`src/rtl/cla_pipe_add.sv`:
```
// Pipelined two's-complement adder/subtractor built from 4-bit carry-lookahead segments.
// Optional saturation on signed overflow is enabled by defining CLA_PIPE_ADD_SAT_EN.
module cla_pipe_add #(
  parameter int unsigned WIDTH = 16,
  parameter int unsigned PIPE  = 4
) (
  input  logic             clk,
  input  logic             rst_n,
  input  logic             in_valid,
  output logic             in_ready,
  input  logic [WIDTH-1:0] a,
  input  logic [WIDTH-1:0] b,
  input  logic             op_sub,
  input  logic             cin,
  output logic             out_valid,
  input  logic             out_ready,
  output logic [WIDTH-1:0] sum,
  output logic             cout,
  output logic             ovf
);

  localparam int unsigned NSEG = WIDTH / 4;
  localparam int unsigned SPS  = NSEG / PIPE;

  logic [WIDTH-1:0] a_q [PIPE];
  logic [WIDTH-1:0] b_q [PIPE];
  logic [WIDTH-1:0] s_q [PIPE];
  logic [PIPE-1:0]  c_q, sub_q, v_q;
  logic             ovf_q;

  logic [WIDTH-1:0] a_st [PIPE];
  logic [WIDTH-1:0] b_st [PIPE];
  logic [WIDTH-1:0] s_st [PIPE];
  logic [WIDTH-1:0] s_d  [PIPE];
  logic [PIPE-1:0]  c_st, sub_st, c_d;
  logic [WIDTH-1:0] sum_d;
  logic             ovf_d;
  logic             advance;

  // Global stall: every register holds while the output beat is not taken.
  assign advance  = !v_q[PIPE-1] | out_ready;
  assign in_ready = advance;

  // Stage inputs: stage 0 sees the ports, stage k sees the registers of stage k-1.
  for (genvar k = 0; k < PIPE; k++) begin : g_feed
    if (k == 0) begin : g_first
      assign a_st[k]   = a;
      assign b_st[k]   = b;
      assign s_st[k]   = '0;
      assign c_st[k]   = op_sub | cin;
      assign sub_st[k] = op_sub;
    end else begin : g_next
      assign a_st[k]   = a_q[k-1];
      assign b_st[k]   = b_q[k-1];
      assign s_st[k]   = s_q[k-1];
      assign c_st[k]   = c_q[k-1];
      assign sub_st[k] = sub_q[k-1];
    end
  end

  always_comb begin
    logic [3:0]  sa, sb, p, g, cv;
    logic        c, gg, gp;
    int unsigned seg;
    for (int unsigned k = 0; k < PIPE; k++) begin
      c      = c_st[k];
      s_d[k] = s_st[k];
      for (int unsigned j = 0; j < SPS; j++) begin
        seg   = k * SPS + j;
        sa    = a_st[k][seg*4 +: 4];
        sb    = b_st[k][seg*4 +: 4] ^ {4{sub_st[k]}};
        p     = sa ^ sb;
        g     = sa & sb;
        cv[0] = c;
        cv[1] = g[0] | (p[0] & c);
        cv[2] = g[1] | (p[1] & g[0]) | (p[1] & p[0] & c);
        cv[3] = g[2] | (p[2] & g[1]) | (p[2] & p[1] & g[0]) | (p[2] & p[1] & p[0] & c);
        gg    = g[3] | (p[3] & g[2]) | (p[3] & p[2] & g[1]) | (p[3] & p[2] & p[1] & g[0]);
        gp    = &p;
        s_d[k][seg*4 +: 4] = p ^ cv;
        c     = gg | (gp & c);
      end
      c_d[k] = c;
    end
  end

  logic sign_a, sign_b;
  assign sign_a = a_st[PIPE-1][WIDTH-1];
  assign sign_b = b_st[PIPE-1][WIDTH-1] ^ sub_st[PIPE-1];
  assign ovf_d  = (sign_a == sign_b) && (s_d[PIPE-1][WIDTH-1] != sign_a);

`ifdef CLA_PIPE_ADD_SAT_EN
  assign sum_d = !ovf_d ? s_d[PIPE-1] :
                 sign_a ? {1'b1, {(WIDTH-1){1'b0}}} : {1'b0, {(WIDTH-1){1'b1}}};
`else
  assign sum_d = s_d[PIPE-1];
`endif

  always_ff @(posedge clk or negedge rst_n) begin
    if (!rst_n) begin
      v_q   <= '0;
      c_q   <= '0;
      sub_q <= '0;
      ovf_q <= 1'b0;
      for (int unsigned k = 0; k < PIPE; k++) begin
        a_q[k] <= '0;
        b_q[k] <= '0;
        s_q[k] <= '0;
      end
    end else if (advance) begin
      v_q[0] <= in_valid;
      for (int unsigned k = 1; k < PIPE; k++) v_q[k] <= v_q[k-1];
      c_q   <= c_d;
      sub_q <= sub_st;
      ovf_q <= ovf_d;
      for (int unsigned k = 0; k < PIPE; k++) begin
        a_q[k] <= a_st[k];
        b_q[k] <= b_st[k];
        s_q[k] <= (k == PIPE - 1) ? sum_d : s_d[k];
      end
    end
  end

  assign out_valid = v_q[PIPE-1];
  assign sum       = s_q[PIPE-1];
  assign cout      = c_q[PIPE-1];
  assign ovf       = ovf_q;

  // Operand copies in the last stage have no consumer.
  logic unused_last;
  assign unused_last = ^{a_q[PIPE-1], b_q[PIPE-1], sub_q[PIPE-1]};

endmodule
```
`config.mk`:
```
export PLATFORM = sky130hd
export DESIGN_NAME = cla_pipe_add
export DESIGN_NICKNAME = d
export VERILOG_FILES = /design/src/rtl/cla_pipe_add.sv
export SDC_FILE = /design/constraint.sdc
export NUM_CORES = 1
export LEC_CHECK = 0
export ABC_AREA = 1
export CAP_MARGIN = 25
export CORE_MARGIN = 2
export CORE_UTILIZATION = 60
export CTS_CLUSTER_DIAMETER = 100
export DETAILED_ROUTE_END_ITERATION = 10
export GPL_TIMING_DRIVEN = 0
export PLACE_DENSITY = 0.85
export SETUP_SLACK_MARGIN = 0.3
export SLEW_MARGIN = 20
export SYNTH_ARGS = -nofsm -noshare
export SYNTH_HDL_FRONTEND = slang
export SYNTH_SLANG_ARGS = --single-unit
export TNS_END_PERCENT = 5
```
`constraint.sdc`:
```
create_clock -name clk -period 3 [get_ports clk]
set_input_delay 0.45 -clock clk [delete_from_list [all_inputs] [get_ports clk]]
set_output_delay 0.45 -clock clk [all_outputs]
set_load 0.05 [all_outputs]
```
==> summary.md, run 1 <==
| Metric | Value |
|---|---|
| CP endpoint | `in_ready` |
| Clock latency on the worst-skew pair | `0.36 ns` |
| Required time of the critical path | `2.55 ns` |
| Row count | `32` |
| DR pass1 iterations | `5` |
| HP Class | `input port to register` |
| Status | `complete, no violations` |
| Min Tclk post-route | `2.60 ns` |
| Clk root buf | `clkbuf_8` |
| IO Count | `58` |
| Lkg Pwr | `2.89 nW` |
| Worst-path clk slew | `0.08 ns` |
| Slew headroom | `0.557` |
| Initial Util | `0.612` |
| Clock Path Buffers | `2` |
| Drt drc | `0` |
| Design area | `0.00557 mm²` |
| Area Overhead vs Synth | `19.7%` |
| Max Fanout on Critical Path | `10` |
| DPL Wire Length | `7120 µm` |
| Setup Skew | `0.00789 ns` |
| Warnings, synthesis | `0` |
| Post-Syn Area | `0.00465 mm²` |
| ANT cells | `0` |
| Synth unique cells | `21` |
| Worst Setup Start Kind | `input port` |
| Grt ovf | `0` |
| Critical path type | `input port to primary output` |
| R2R Setup Slk | `1.12 ns` |
| Mapped Cells | `553` |
| VDD IR max | `545 µV` |
| Nets | `680` |
| Vias in the first global route | `3,708` |
| Max Cap Violations | `0` |
| Initial antenna violation count | `0` |
| Die ar. | `0.00848 mm²` |
| Worst Path Arrival | `2.15 ns` |
| PortBufs | `56` |
| Largest net degree at the start of global routing | `83` |
| Total global-route track usage | `0.256` |
| Wire length per cell | `13.5 µm` |
| CP most frequent cell | `buf_2` |
| Placed Area | `0.00537 mm²` |
| Critical-path cell list | `clkdlybuf4s50_1 > nor2_4 > inv_2 > buf_2 > buf_2 > dlygate4sd2_1` |
| Pwr Density | `1120 mW/mm²` |
| Starting DRT DRC Count | `252` |
| Via density | `5.17` |
| Unrepaired setup endpoints after global routing | `false` |
| R2r endpoint | `s_d[23]` |
| CP Launch Point | `out_ready` |
| Synth Register Bits | `100` |
| Routed via count | `3,772` |
| R2r startpoint | `sub_q[0]` |
| Final hold viol count | `0` |
| Syn avg cell area | `8.42 µm²` |
| ANT nets after route | `0` |
| Die Wd | `92.1 µm` |
| RePlAce Congestion | `0.852` |
| Dpl cells | `712` |
| Worst Reg-to-Reg Cells | `11` |
| Slew Limit Fails | `0` |
| Final Non-Filler Cells | `729` |
| Slowest CP cell | `dlygate4sd2_1` |
| CTS tree | `done` |
| CTS sink cnt | `100` |
| Crit. End Element | `primary output` |
| H-tree levels | `3` |
| Final WL | `9820 µm` |
| Endpoints failing setup | `0` |
| Sequential element share of the synthesized area | `0.538` |
| Cts bufs inserted | `9` |
| Slew @ Worst Pin | `0.664 ns` |
| First-pass GRT wire length | `16,900 µm` |
| Syn nets | `611` |
| Die height | `92.1 µm` |
| CP peak stage delay | `0.56 ns` |
| Share of layout cells above drive strength 1 | `0.0622` |
| Peak Freq | `385 MHz` |
| CORE AREA | `0.00761 mm²` |
| Tcrit/Tclk final | `0.866` |
==> layout make-up <==
cell class                      count  area [µm²]
Buffer                             27         130
Clock buffer                       13         169
Clock inverter                      3        20.0
Fill cell                         555        2040
Inverter                           45         169
Multi-Input combinational cell    381        1850
Sequential cell                   100        2500
Tap cell                          102         128
Timing Repair Buffer               58         598
==> cell families (layout without fill, tap and decap cells) <==
| kind of cell | Yosys count | in the layout | synth area share |
|---|---|---|---|
| and+or+nand+nor | 291 | 291 | 0.246 |
| DFF | 100 | 100 | 0.538 |
| buffers and inverters | 72 | 146 | 0.0642 |
| AOI/OAI and AO/OA | 50 | 50 | 0.0540 |
| adders and majority gates | 20 | 20 | 0.0602 |
| xor gates and xnor gates | 20 | 20 | 0.0376 |
==> state kept, by name (all words and copies together) (netlist names) <==
register,flops
b_q,24
sum,16
v_q,4
sub_q,3
s_d,24
a_q,24
c_q,4
ovf,1
==> cell usage after synthesis <==
cell,number,area (µm²)
a21oi_1,7,35.0
a31oi_1,1,6.26
buf_1,1,3.75
buf_2,14,70.1
buf_4,3,22.5
clkbuf_1,9,33.8
dfrtp_1,100,2500
fa_1,4,80.1
ha_1,16,200
inv_1,43,161
inv_2,2,7.51
nand2_1,248,931
nand3_1,19,95.1
nand4_1,7,43.8
nor2_1,14,52.6
nor2_4,1,11.3
o21ai_0,11,55.1
o21ai_1,31,155
or2_2,2,12.5
xnor2_1,4,35.0
xor2_1,16,140
==> metal layers <==
metal | GRT usage | wire length [µm]
met5 | 0 | 0
met4 | 0.114 | 238
met3 | 0.0370 | 357
met2 | 0.426 | 4900
met1 | 0.336 | 4320
==> power by group <==
| group | switching, mW | leakage (nW) | internal, mW | total (mW) |
|---|---|---|---|---|
| sequential | 0.323 | 1.21 | 1.94 | 2.26 |
| combinational | 2.03 | 1.59 | 1.16 | 3.19 |
| clock | 0.439 | 0.0917 | 0.369 | 0.808 |
==> repair_timing <==
action | in CTS | in global routing
hold buffers | 1 | 0
setup endpoints to repair | 1 | 0
gates resized for setup | 1 | 0
buffers inserted | 0 | 0
hold endpoints to repair | 18 | 0
==> per-stage QoR <==
stage	hold WS, ns	util	setup WS [ns]	TNS, ns	power (mW)
after detailed placement	0.303	0.706	0.128	0	5.45
after global routing	0.451	0.732	0.339	0	6.78
after floorplan	0.154	-	1.21	0	4.53
after global placement	0.448	0.702	-2.10	-209.27	5.27
final	0.420	0.732	0.402	0	6.26
after CTS	0.415	0.732	0.413	0	6.27
==> worst max-delay path, delay by kind of cell <==
| kind | cells | cell delay (ns) |
|---|---|---|
| buffers and inverters | 5 | 1.61 |
| and+or+nand+nor | 1 | 0.08 |
==> cells in the final DEF (no fill, tap or decap), types with 2 or more instances in the layout <==
cell / count
xnor2_1: 4
inv_1: 43
nor2_1: 14
dfrtp_1: 100
inv_2: 2
clkdlybuf4s50_1: 54
or2_2: 2
buf_2: 14
clkbuf_8: 12
fa_1: 4
nand3_1: 19
ha_1: 16
a21oi_1: 7
o21ai_1: 31
nand4_1: 7
xor2_1: 16
clkbuf_1: 10
o21ai_0: 11
buf_4: 3
nand2_1: 248
clkinvlp_4: 2
==> worst min path at each step <==
stage,from,endpoint,cells past startpoint
after global routing,op_sub,sub_q[0],3
after global placement,s_d[35],s_d[19],2
after floorplan,rst_n,a_q[28],0
final,op_sub,sub_q[0],3
after CTS,op_sub,sub_q[0],3
after detailed placement,rst_n,b_q[61],1
Power figures use the tool's default switching activity.
==> run 2, diff against run 1 <==
- CORE_MARGIN: 2 -> 1
==> summary.md, run 2 (synthesized netlist as in run 1, its figures left out) <==
| Metric | Value |
|---|---|
| Share of layout cells above drive strength 1 | `0.0622` |
| Nets | `680` |
| Part of the power in combinational logic | `0.505` |
| Slew headroom | `0.594` |
| CORE AREA | `0.00737 mm²` |
| DR pass1 iterations | `5` |
| Grt ovf | `0` |
| Clock latency on the worst-skew pair | `0.37 ns` |
| Final Non-Filler Cells | `726` |
| DPL Wire Length | `7300 µm` |
| Seq pwr share | `0.357` |
| Via density | `5.29` |
| HP Class | `input port to register` |
| Starting DRT DRC Count | `289` |
| Int Power | `3.51 mW` |
| Final WL | `10,400 µm` |
| Most frequent cells in the layout | `nand2_1, dfrtp_1, clkdlybuf4s50_1, inv_1, o21ai_1` |
| Min Tclk post-route | `2.61 ns` |
| Footprint of the multi-input gates | `0.00185 mm²` |
| Clock power share | `0.138` |
| RePlAce Congestion | `0.883` |
| Cts bufs inserted | `9` |
| Required time of the critical path | `2.55 ns` |
| Unrepaired setup endpoints after global routing | `false` |
| Pwr Density | `1150 mW/mm²` |
| VDD IR max | `437 µV` |
| Clock Path Buffers | `2` |
| CP most frequent cell | `buf_2` |
| Routed via count | `3,843` |
| CTS sink cnt | `100` |
| Row count | `31` |
| Worst-path clk slew | `0.10 ns` |
| Worst Path Arrival | `2.16 ns` |
| PortBufs | `56` |
| Endpoints failing setup | `0` |
| Die ar. | `0.00811 mm²` |
| Initial antenna violation count | `0` |
| Slew Limit Fails | `0` |
| Critical path type | `input port to primary output` |
| Max Fanout on Critical Path | `10` |
| Initial Util | `0.632` |
| Slowest CP cell | `dlygate4sd2_1` |
| Largest net degree at the start of global routing | `79` |
| CP peak stage delay | `0.57 ns` |
| Worst Setup Start Kind | `input port` |
| Peak Freq | `384 MHz` |
| Drt drc | `0` |
| Wire length per cell | `14.3 µm` |
| Die height | `90.1 µm` |
| Tcrit/Tclk final | `0.869` |
| Pwr Total | `6.39 mW` |
| Max Cap Violations | `0` |
| Fill count | `524` |
| Storage element area | `0.00250 mm²` |
| Area Overhead vs Synth | `19.8%` |
| Most common cell after layout, fill and taps aside | `nand2_1` |
| Vias in the first global route | `3,843` |
| Total global-route track usage | `0.278` |
| Dpl cells | `709` |
| Sw Ratio | `0.451` |
| Critical-path cell list | `clkdlybuf4s50_1 > nor2_4 > inv_2 > buf_2 > buf_2 > dlygate4sd2_1` |
| ANT cells | `0` |
| Final hold viol count | `0` |
| IO Count | `58` |
| Crit. End Element | `primary output` |
| H-tree levels | `3` |
| Setup Skew | `0.0144 ns` |
| Die Wd | `90.1 µm` |
| CTS tree | `done` |
| Clk root buf | `clkbuf_8` |
| Status | `complete, no violations` |
| Lkg Pwr | `2.90 nW` |
| First-pass GRT wire length | `17,600 µm` |
| Net Switching | `2.89 mW` |
| Slew @ Worst Pin | `0.609 ns` |
| ANT nets after route | `0` |
| Setup Fix Bufs, Post-CTS | `0` |
-- run 2: cell types whose count changed in the layout (fill, tap and decap cells not counted), sizes merged --
cell,previous run,this run
bufinv,0,1
clkbuf,22,20
clkinv,1,2
clkinvlp,2,1
inv,45,46
-- run 2: path summary, 6_finish.rpt --
kind                           start  endpoint  slack (ns)  depth (start not counted)
min                           op_sub  sub_q[0]        0.41                          3
max in group asynchronous      rst_n   a_q[59]        1.89                          3
min in group asynchronous      rst_n   sum[12]        0.48                          2
max reg2reg                 sub_q[1]   s_d[11]        1.05                         11
max                        out_ready  in_ready        0.39                          6
min reg2reg                   s_d[2]    sum[2]        0.48                          2
-- run 2: critical path: cells and delay by family --
kind	cells	cell delay [ns]
buf+inv	5	1.63
simple gates	1	0.07
-- run 2: repair_timing --
item,CTS,global route
endpoints found under the setup margin,1,0
hold buffers,1,0
resized for setup,1,0
hold endpoints to repair,22,0
-- run 2: stage by stage --
step / setup TNS (ns) / hold slack [ns] / util / cell area [µm²] / setup slack [ns]
2_1_floorplan: 0 / 0.154 / - / 4650 / 1.21
3_3_place_gp: -198.06 / 0.450 / 0.724 / 5340 / -1.99
3_5_place_dp: 0 / 0.315 / 0.728 / 5370 / 0.0972
4_1_cts: 0 / 0.427 / 0.757 / 5580 / 0.398
5_1_grt: 0 / 0.418 / 0.757 / 5580 / 0.321
6_report: 0 / 0.414 / 0.757 / 5580 / 0.393
-- run 2: area by class of cell --
type,count,area share
sequential,100,0.449
multi-input combinational,381,0.332
timing repair buffer,58,0.107
inverter,45,0.0303
clock buffer,11,0.0253
buffer,27,0.0233
tap,99,0.0222
clock inverter,5,0.0108
-- run 2: power by group through the flow --
stage	Clock, mW	Combinational (mW)	Sequential, mW
final	0.883	3.23	2.28
after global routing	0.944	3.59	2.34
after CTS	0.883	3.21	2.28
after detailed placement	0	3.17	2.30
after global placement	0	2.99	2.28
after floorplan	0	1.88	2.65
-- run 2: per-layer routing --
metal  vias up  GRT usage  wire [µm]
met3        17     0.0474        533
met4         0     0.0981        188
met5         -          0          0
met2       137      0.468       5330
li1       1844          -          -
met1      1845      0.365       4310
